`src/rtl/store_buf_pkg.sv`:
```
// Shared defaults and types for the store buffer and its lookup logic.
// The optional in-place merge of stores is enabled by defining STORE_BUF_COALESCE_EN.
package store_buf_pkg;

  localparam int unsigned SB_DEPTH  = 4;
  localparam int unsigned SB_ADDR_W = 32;
  localparam int unsigned SB_DATA_W = 32;

  // Byte addresses are compared on word granularity; bits below this are ignored.
  localparam int unsigned WORD_LSB = 2;

  typedef struct packed {
    logic [SB_ADDR_W-1:0] addr;
    logic [SB_DATA_W-1:0] data;
  } sb_entry_t;

endpackage

```
`src/rtl/store_buf_match.sv`:
```
// Parallel word-address compare over all buffer entries with a youngest-first
// priority select, so a load sees the most recent store to its word.
module store_buf_match
  import store_buf_pkg::*;
#(
  parameter int unsigned DEPTH  = SB_DEPTH,
  parameter int unsigned WA_W   = SB_ADDR_W - WORD_LSB,
  parameter int unsigned DATA_W = SB_DATA_W,
  localparam int unsigned IDX_W = $clog2(DEPTH)
) (
  input  logic                         ld_valid_i,
  input  logic [WA_W-1:0]              ld_word_i,
  input  logic [DEPTH-1:0]             valid_i,
  input  logic [DEPTH-1:0][WA_W-1:0]   word_i,
  input  logic [DEPTH-1:0][DATA_W-1:0] data_i,
  input  logic [IDX_W-1:0]             tail_i,
  output logic                         hit_o,
  output logic [DATA_W-1:0]            data_o
);

  logic [IDX_W-1:0] idx;

  // Walk from oldest (tail-DEPTH) to youngest (tail-1); a later match overrides.
  always_comb begin
    // NOTE: every output of a combinational block gets a default first, so no path leaves it unassigned and no latch is inferred.
    hit_o  = 1'b0;
    data_o = '0;
    idx    = '0;
    if (ld_valid_i) begin
      for (int k = DEPTH; k >= 1; k--) begin
        idx = tail_i - IDX_W'(k);
        if (valid_i[idx] && (word_i[idx] == ld_word_i)) begin
          hit_o  = 1'b1;
          data_o = data_i[idx];
        end
      end
    end
  end

endmodule

```
`src/rtl/store_buffer.sv`:
```
// In-order write buffer between the MEM stage and a single-port data memory,
// with store-to-load forwarding. Define STORE_BUF_COALESCE_EN to merge stores in place.
module store_buffer
  import store_buf_pkg::*;
#(
  parameter int unsigned DEPTH  = SB_DEPTH,
  parameter int unsigned ADDR_W = SB_ADDR_W,
  parameter int unsigned DATA_W = SB_DATA_W
) (
  input  logic                    clk_i,
  input  logic                    rst_i,
  input  logic                    st_valid_i,
  input  logic [ADDR_W-1:0]       st_addr_i,
  input  logic [DATA_W-1:0]       st_data_i,
  output logic                    st_ready_o,
  input  logic                    ld_valid_i,
  input  logic [ADDR_W-1:0]       ld_addr_i,
  output logic                    ld_hit_o,
  output logic [DATA_W-1:0]       ld_data_o,
  output logic                    mem_we_o,
  output logic [ADDR_W-1:0]       mem_addr_o,
  output logic [DATA_W-1:0]       mem_wdata_o,
  input  logic                    mem_ready_i,
  output logic [$clog2(DEPTH):0]  count_o,
  output logic                    empty_o
);

  localparam int unsigned IDX_W = $clog2(DEPTH);
  localparam int unsigned PTR_W = IDX_W + 1;
  localparam int unsigned WA_W  = ADDR_W - WORD_LSB;

  // Pointers carry one extra wrap bit so full and empty are distinguishable.
  logic [PTR_W-1:0] wr_ptr_q, wr_ptr_d;
  logic [PTR_W-1:0] rd_ptr_q, rd_ptr_d;
  logic [DEPTH-1:0] valid_q, valid_d;

  logic [DEPTH-1:0][ADDR_W-1:0] addr_q;
  logic [DEPTH-1:0][DATA_W-1:0] data_q;
  logic [DEPTH-1:0][WA_W-1:0]   word_addr;

  logic [PTR_W-1:0] count;
  logic [IDX_W-1:0] head_idx, tail_idx, young_idx;
  logic             full, empty, pop, push, coalesce_ok, coalesce;
  logic             unused_ld_lsb;

  assign count     = wr_ptr_q - rd_ptr_q;
  assign full      = (count == PTR_W'(DEPTH));
  assign empty     = (count == '0);
  assign head_idx  = rd_ptr_q[IDX_W-1:0];
  assign tail_idx  = wr_ptr_q[IDX_W-1:0];
  assign young_idx = tail_idx - IDX_W'(1);

  assign unused_ld_lsb = ^ld_addr_i[WORD_LSB-1:0];

  always_comb begin
    for (int i = 0; i < DEPTH; i++) begin
      word_addr[i] = addr_q[i][ADDR_W-1:WORD_LSB];
    end
  end

  store_buf_match #(
    .DEPTH  (DEPTH),
    .WA_W   (WA_W),
    .DATA_W (DATA_W)
  ) u_match (
    .ld_valid_i (ld_valid_i),
    .ld_word_i  (ld_addr_i[ADDR_W-1:WORD_LSB]),
    .valid_i    (valid_q),
    .word_i     (word_addr),
    .data_i     (data_q),
    .tail_i     (tail_idx),
    .hit_o      (ld_hit_o),
    .data_o     (ld_data_o)
  );

  // A load that misses needs the memory port, so the drain yields that cycle.
  assign mem_we_o    = !empty && !(ld_valid_i && !ld_hit_o);
  assign mem_addr_o  = empty ? '0 : addr_q[head_idx];
  assign mem_wdata_o = empty ? '0 : data_q[head_idx];
  assign pop         = mem_we_o && mem_ready_i;

`ifdef STORE_BUF_COALESCE_EN
  // Merging into the head while it drains would lose the new data, so that case allocates.
  assign coalesce_ok = !empty
                    && (word_addr[young_idx] == st_addr_i[ADDR_W-1:WORD_LSB])
                    && !(pop && (young_idx == head_idx));
`else
  assign coalesce_ok = 1'b0;
`endif

  assign st_ready_o = !full || coalesce_ok;
  assign coalesce   = st_valid_i && coalesce_ok;
  assign push       = st_valid_i && st_ready_o && !coalesce;
  assign count_o    = count;
  assign empty_o    = empty;

  always_comb begin
    wr_ptr_d = wr_ptr_q + PTR_W'(push);
    rd_ptr_d = rd_ptr_q + PTR_W'(pop);
    valid_d  = valid_q;
    if (pop)  valid_d[head_idx] = 1'b0;
    if (push) valid_d[tail_idx] = 1'b1;
  end

  always_ff @(posedge clk_i or negedge rst_i) begin
    // NOTE: sequential state uses non-blocking assignments so every flop samples pre-edge values.
    if (!rst_i) begin
      wr_ptr_q <= '0;
      rd_ptr_q <= '0;
      valid_q  <= '0;
    end else begin
      wr_ptr_q <= wr_ptr_d;
      rd_ptr_q <= rd_ptr_d;
      valid_q  <= valid_d;
    end
  end

  // NOTE: entry storage is deliberately not reset; valid bits and the empty gate keep stale contents invisible.
  always_ff @(posedge clk_i) begin
    if (push) begin
      addr_q[tail_idx] <= st_addr_i;
      data_q[tail_idx] <= st_data_i;
    end
    if (coalesce) begin
      data_q[young_idx] <= st_data_i;
    end
  end

  illegal_st_and_ld: assert property (@(posedge clk_i) disable iff (!rst_i)
    !(st_valid_i && ld_valid_i));

endmodule

```
`config.mk`:
```
export PLATFORM = sky130hd
export DESIGN_NAME = store_buffer
export DESIGN_NICKNAME = d
export VERILOG_FILES = /design/src/rtl/store_buf_pkg.sv /design/src/rtl/store_buf_match.sv /design/src/rtl/store_buffer.sv
export SDC_FILE = /design/constraint.sdc
export NUM_CORES = 1
export LEC_CHECK = 0
export CORE_ASPECT_RATIO = 1.75
export CORE_MARGIN = 4
export CORE_UTILIZATION = 35
export DETAILED_ROUTE_END_ITERATION = 6
export PLACE_DENSITY = 0.5
export SETUP_SLACK_MARGIN = 0.1
export SLEW_MARGIN = 20
export SYNTH_ARGS = -nofsm -noshare
export SYNTH_HDL_FRONTEND = slang
export SYNTH_SLANG_ARGS = --single-unit
export TNS_END_PERCENT = 1
```
`constraint.sdc`:
```
create_clock -name clk_i -period 11.2 [get_ports clk_i]
set_clock_uncertainty 0.2 [all_clocks]
set_input_delay 2.24 -clock clk_i [delete_from_list [all_inputs] [get_ports clk_i]]
set_output_delay 2.24 -clock clk_i [all_outputs]
set_load 0.01 [all_outputs]
```
==> results.toml <==
[grt]
grt_max_degree = 122
grt_remaining_overflow = 0
antenna_found_initial = 6
grt_pass1_wl_um = 96800
grt_pass1_vias = 14240
grt_usage_pct = 21.33

[power_and_ir_drop]
internal-power_mw = 4.396
power.density_mw_per_mm2 = 320.3
switchingPower_mw = 3.040
switching_share_pct = 40.88
combPwrFrac_pct = 62.8
vdd_ir_drop_max_uv = 163.7
power.share.clock_pct = 14.1
p_seq_share_pct = 23.1
p_leak_nw = 7.511

[synthesis]
synthFlopType = "edfxtp_1"
ys_seq_area_share_pct = 40.49
syn_inst = 1373
synth_common_cells = "mux4_2 (258), edfxtp_1 (256), xnor2_1 (104)"
synth-edff-count = 256
yosys.cell_count.top_type = "mux4_2"
synth-seq-cells = 266
yosysTopAreaCell = "edfxtp_1"
yosys-top-cells-area = "edfxtp_1 (39%), mux4_2 (30%), xnor2_1 (4.6%)"
avgSynthCellArea_um2 = 14.28
syn_nets = 1485
async_flop_share_pct = 3.759
yosys_warnings = 0
yosysUniqueCellTypes = 67
synth_area_mm2 = 0.01960
synth_top_area_share_pct = 39.22

[hold_path]
hp-class = "reg -> reg"
hp-start = "rd_ptr_q[2]$_DFF_PN0_"

[critical_path]
slowest_stage = "and4b_2"
crit_path_cell_trace = "clkdlybuf4s50_1 -> and3_1 -> or4_1 -> nor4_1 -> and4b_2 -> buf_12 -> nand4b_1 -> a21boi_1 -> o221a_2 -> clkdlybuf4s50_1"
cpPeakStageDelay_ns = 0.79
cp_common_cell = "clkdlybuf4s50_1"
cp-startpoint = "ld_addr_i[25]"
ff2ff_path_depth = 13
endpoint = "ld_data_o[4]"
cp-end-kind = "primary output"
required_ns = 8.76
r2r_start = "wr_ptr_q[1]$_DFF_PN0_"
worstPathMaxFanout = 36
r2r-end = "rd_ptr_q[2]$_DFF_PN0_"
start_kind = "input port"
worstPathArrival_ns = 6.36
ff2ff_setup_slack_ns = 5.42
path_class = "in -> out"

[sta]
final.setup.worst_slack_ns = 2.402
post-route-min-period_ns = 8.798
slew_violations = 0
tns_ns = 0
worst_pin_slew_ns = 1.025
rsz0062_at_grt = "no"
fmax_mhz = 113.7
fin_crit_sh_pct = 78.55
hold_violations = 0
slew_headroom_pct = 29.92
setup_viol = 0

[clock_tree]
cts.sinks = 266
cts_buffers = 28
path_clk_slew_ns = 0.06
ctsHoldBuffers = 0
root_buffer = "clkbuf_16"
cts-resized-gates = 0
cts_setup_buffers = 0
h-tree-depth = 1
clk_latency_ns = 0.56
cts.path.max_buffers = 3
cts_tree = "done"

[place]
dp_slack_ns = 2.375
port_buffers = 201
globalplace.congestion = 0.9621
post-dp-hpwl_um = 45480

[detailed_routing]
routed_via_density = 6.073
drt-wirelength-per-cell_um = 29.32
dr.pass1.iters = 5
antenna_left = 0
dr.first_iter.drc_count = 942
vias = 13460
wl_um = 64970
drc = 0

[floorplan]
die_h_um = 321.1
ios = 204
die_x_um = 186.9
core-area_mm2 = 0.05534
rows = 114
initial_core_util_pct = 35.42
dieArea_mm2 = 0.06001

[outcome]
status = "complete, no violations"

[cells_and_area]
multi_input_area_mm2 = 0.01094
drive_above_1_share_pct = 24.93
nets = 1607
area_growth_syn_to_layout_pct = 18.45
seqCellArea_mm2 = 0.007953
fillerInstances = 5122

[job]
maxCapViolations = 0
==> worst min-delay path by stage <==
| stage | to | slack [ns] | cells after the start |
|---|---|---|---|
| finish | rd_ptr_q[2]$_DFF_PN0_ | 0.30 | 1 |
| global route | rd_ptr_q[2]$_DFF_PN0_ | 0.31 | 1 |
| CTS | rd_ptr_q[2]$_DFF_PN0_ | 0.30 | 1 |
| detailed placement | wr_ptr_q[2]$_DFF_PN0_ | 0.29 | 1 |
| global placement | wr_ptr_q[2]$_DFF_PN0_ | 0.28 | 1 |
| floorplan | rd_ptr_q[2]$_DFF_PN0_ | 0.26 | 1 |
==> metrics by stage <==
step | cells | area [um^2] | power [mW] | hold WS [ns] | util (%)
after floorplan | 1373 | 19600 | 4.802 | 0.2619 | -
after global placement | 2161 | 22170 | 6.444 | 0.2775 | 40.06
after detailed placement | 2161 | 22170 | 6.477 | 0.2870 | 40.06
after CTS | 2212 | 23210 | 7.562 | 0.3017 | 41.94
after global routing | 2214 | 23210 | 7.873 | 0.3074 | 41.94
final | 2216 | 23220 | 7.436 | 0.3000 | 41.95
==> worst max-delay path, delay by kind of cell <==
family                 cells  cell delay [ns]
buffers and inverters      3             1.48
AO/OA/AOI/OAI              2             0.37
AND/OR/NAND/NOR            5             2.23
==> registers in the layout, indices dropped and copies added (netlist names) <==
signal	flops
addr_q	128
data_q	128
rd_ptr_q	3
valid_q	4
wr_ptr_q	3
==> cell type report <==
| class | instances | area share [%] |
|---|---|---|
| antenna | 4 | 0.04311 |
| clock buffer | 32 | 3.174 |
| clock inverter | 19 | 1.293 |
| inverter | 34 | 0.5497 |
| multi-input combinational | 933 | 47.11 |
| sequential | 266 | 34.25 |
| tap | 696 | 3.751 |
| timing repair buffer | 232 | 9.829 |
==> layout by cell type (no fill, tap or decap), types with 5 or more instances in the layout <==
master / instances
inv_1: 33
clkinv_1: 6
mux2_2: 6
xnor2_1: 104
mux2i_1: 82
nand2_1: 47
and3_1: 5
clkbuf_16: 29
clkdlybuf4s50_1: 201
ha_1: 9
nor2b_1: 66
nor3_1: 14
nand2b_1: 12
a21boi_1: 19
edfxtp_1: 256
o21ai_0: 48
o221a_2: 23
xor2_1: 12
dfrtp_1: 6
nand4_1: 34
nand3_1: 9
a31oi_1: 12
a21oi_1: 17
nor4_1: 10
and4b_1: 9
o21ai_1: 5
mux4_2: 258
buf_4: 28
bufinv_16: 8
nor2_1: 20
a2111oi_0: 9
nand4b_1: 25
a21boi_0: 5
and2_1: 14
a2bb2oi_1: 6
==> cell families after synthesis <==
| kind of cell | Yosys count | synth area share (%) |
|---|---|---|
| AO/OA/AOI/OAI | 172 | 6.351 |
| XOR/XNOR | 116 | 5.183 |
| multiplexers | 348 | 34.44 |
| AND/OR/NAND/NOR | 286 | 8.789 |
| adder cells (fa/ha/maj) | 11 | 0.7404 |
| buffers and inverters | 174 | 4.002 |
| flip-flops | 266 | 40.49 |
==> power groups by stage <==
stage                     Combinational (mW)  Clock [mW]  Sequential, mW
after global placement                  4.73           0            1.71
after floorplan                         3.26           0            1.55
final                                   4.67        1.05            1.72
after detailed placement                4.73           0            1.74
after CTS                               4.76        1.08            1.72
after global routing                    4.99        1.11            1.77
==> layer usage <==
layer / vias to the layer above / global-route usage, % / share of wire [%]
met5: - / 0 / 0.029
met2: 392 / 40.91 / 55
met1: 7095 / 23.82 / 36
met4: 4 / 8.551 / 4.3
li1: 5876 / - / -
met3: 91 / 2.736 / 4.5
No activity file was read; power rests on OpenSTA's default activity.
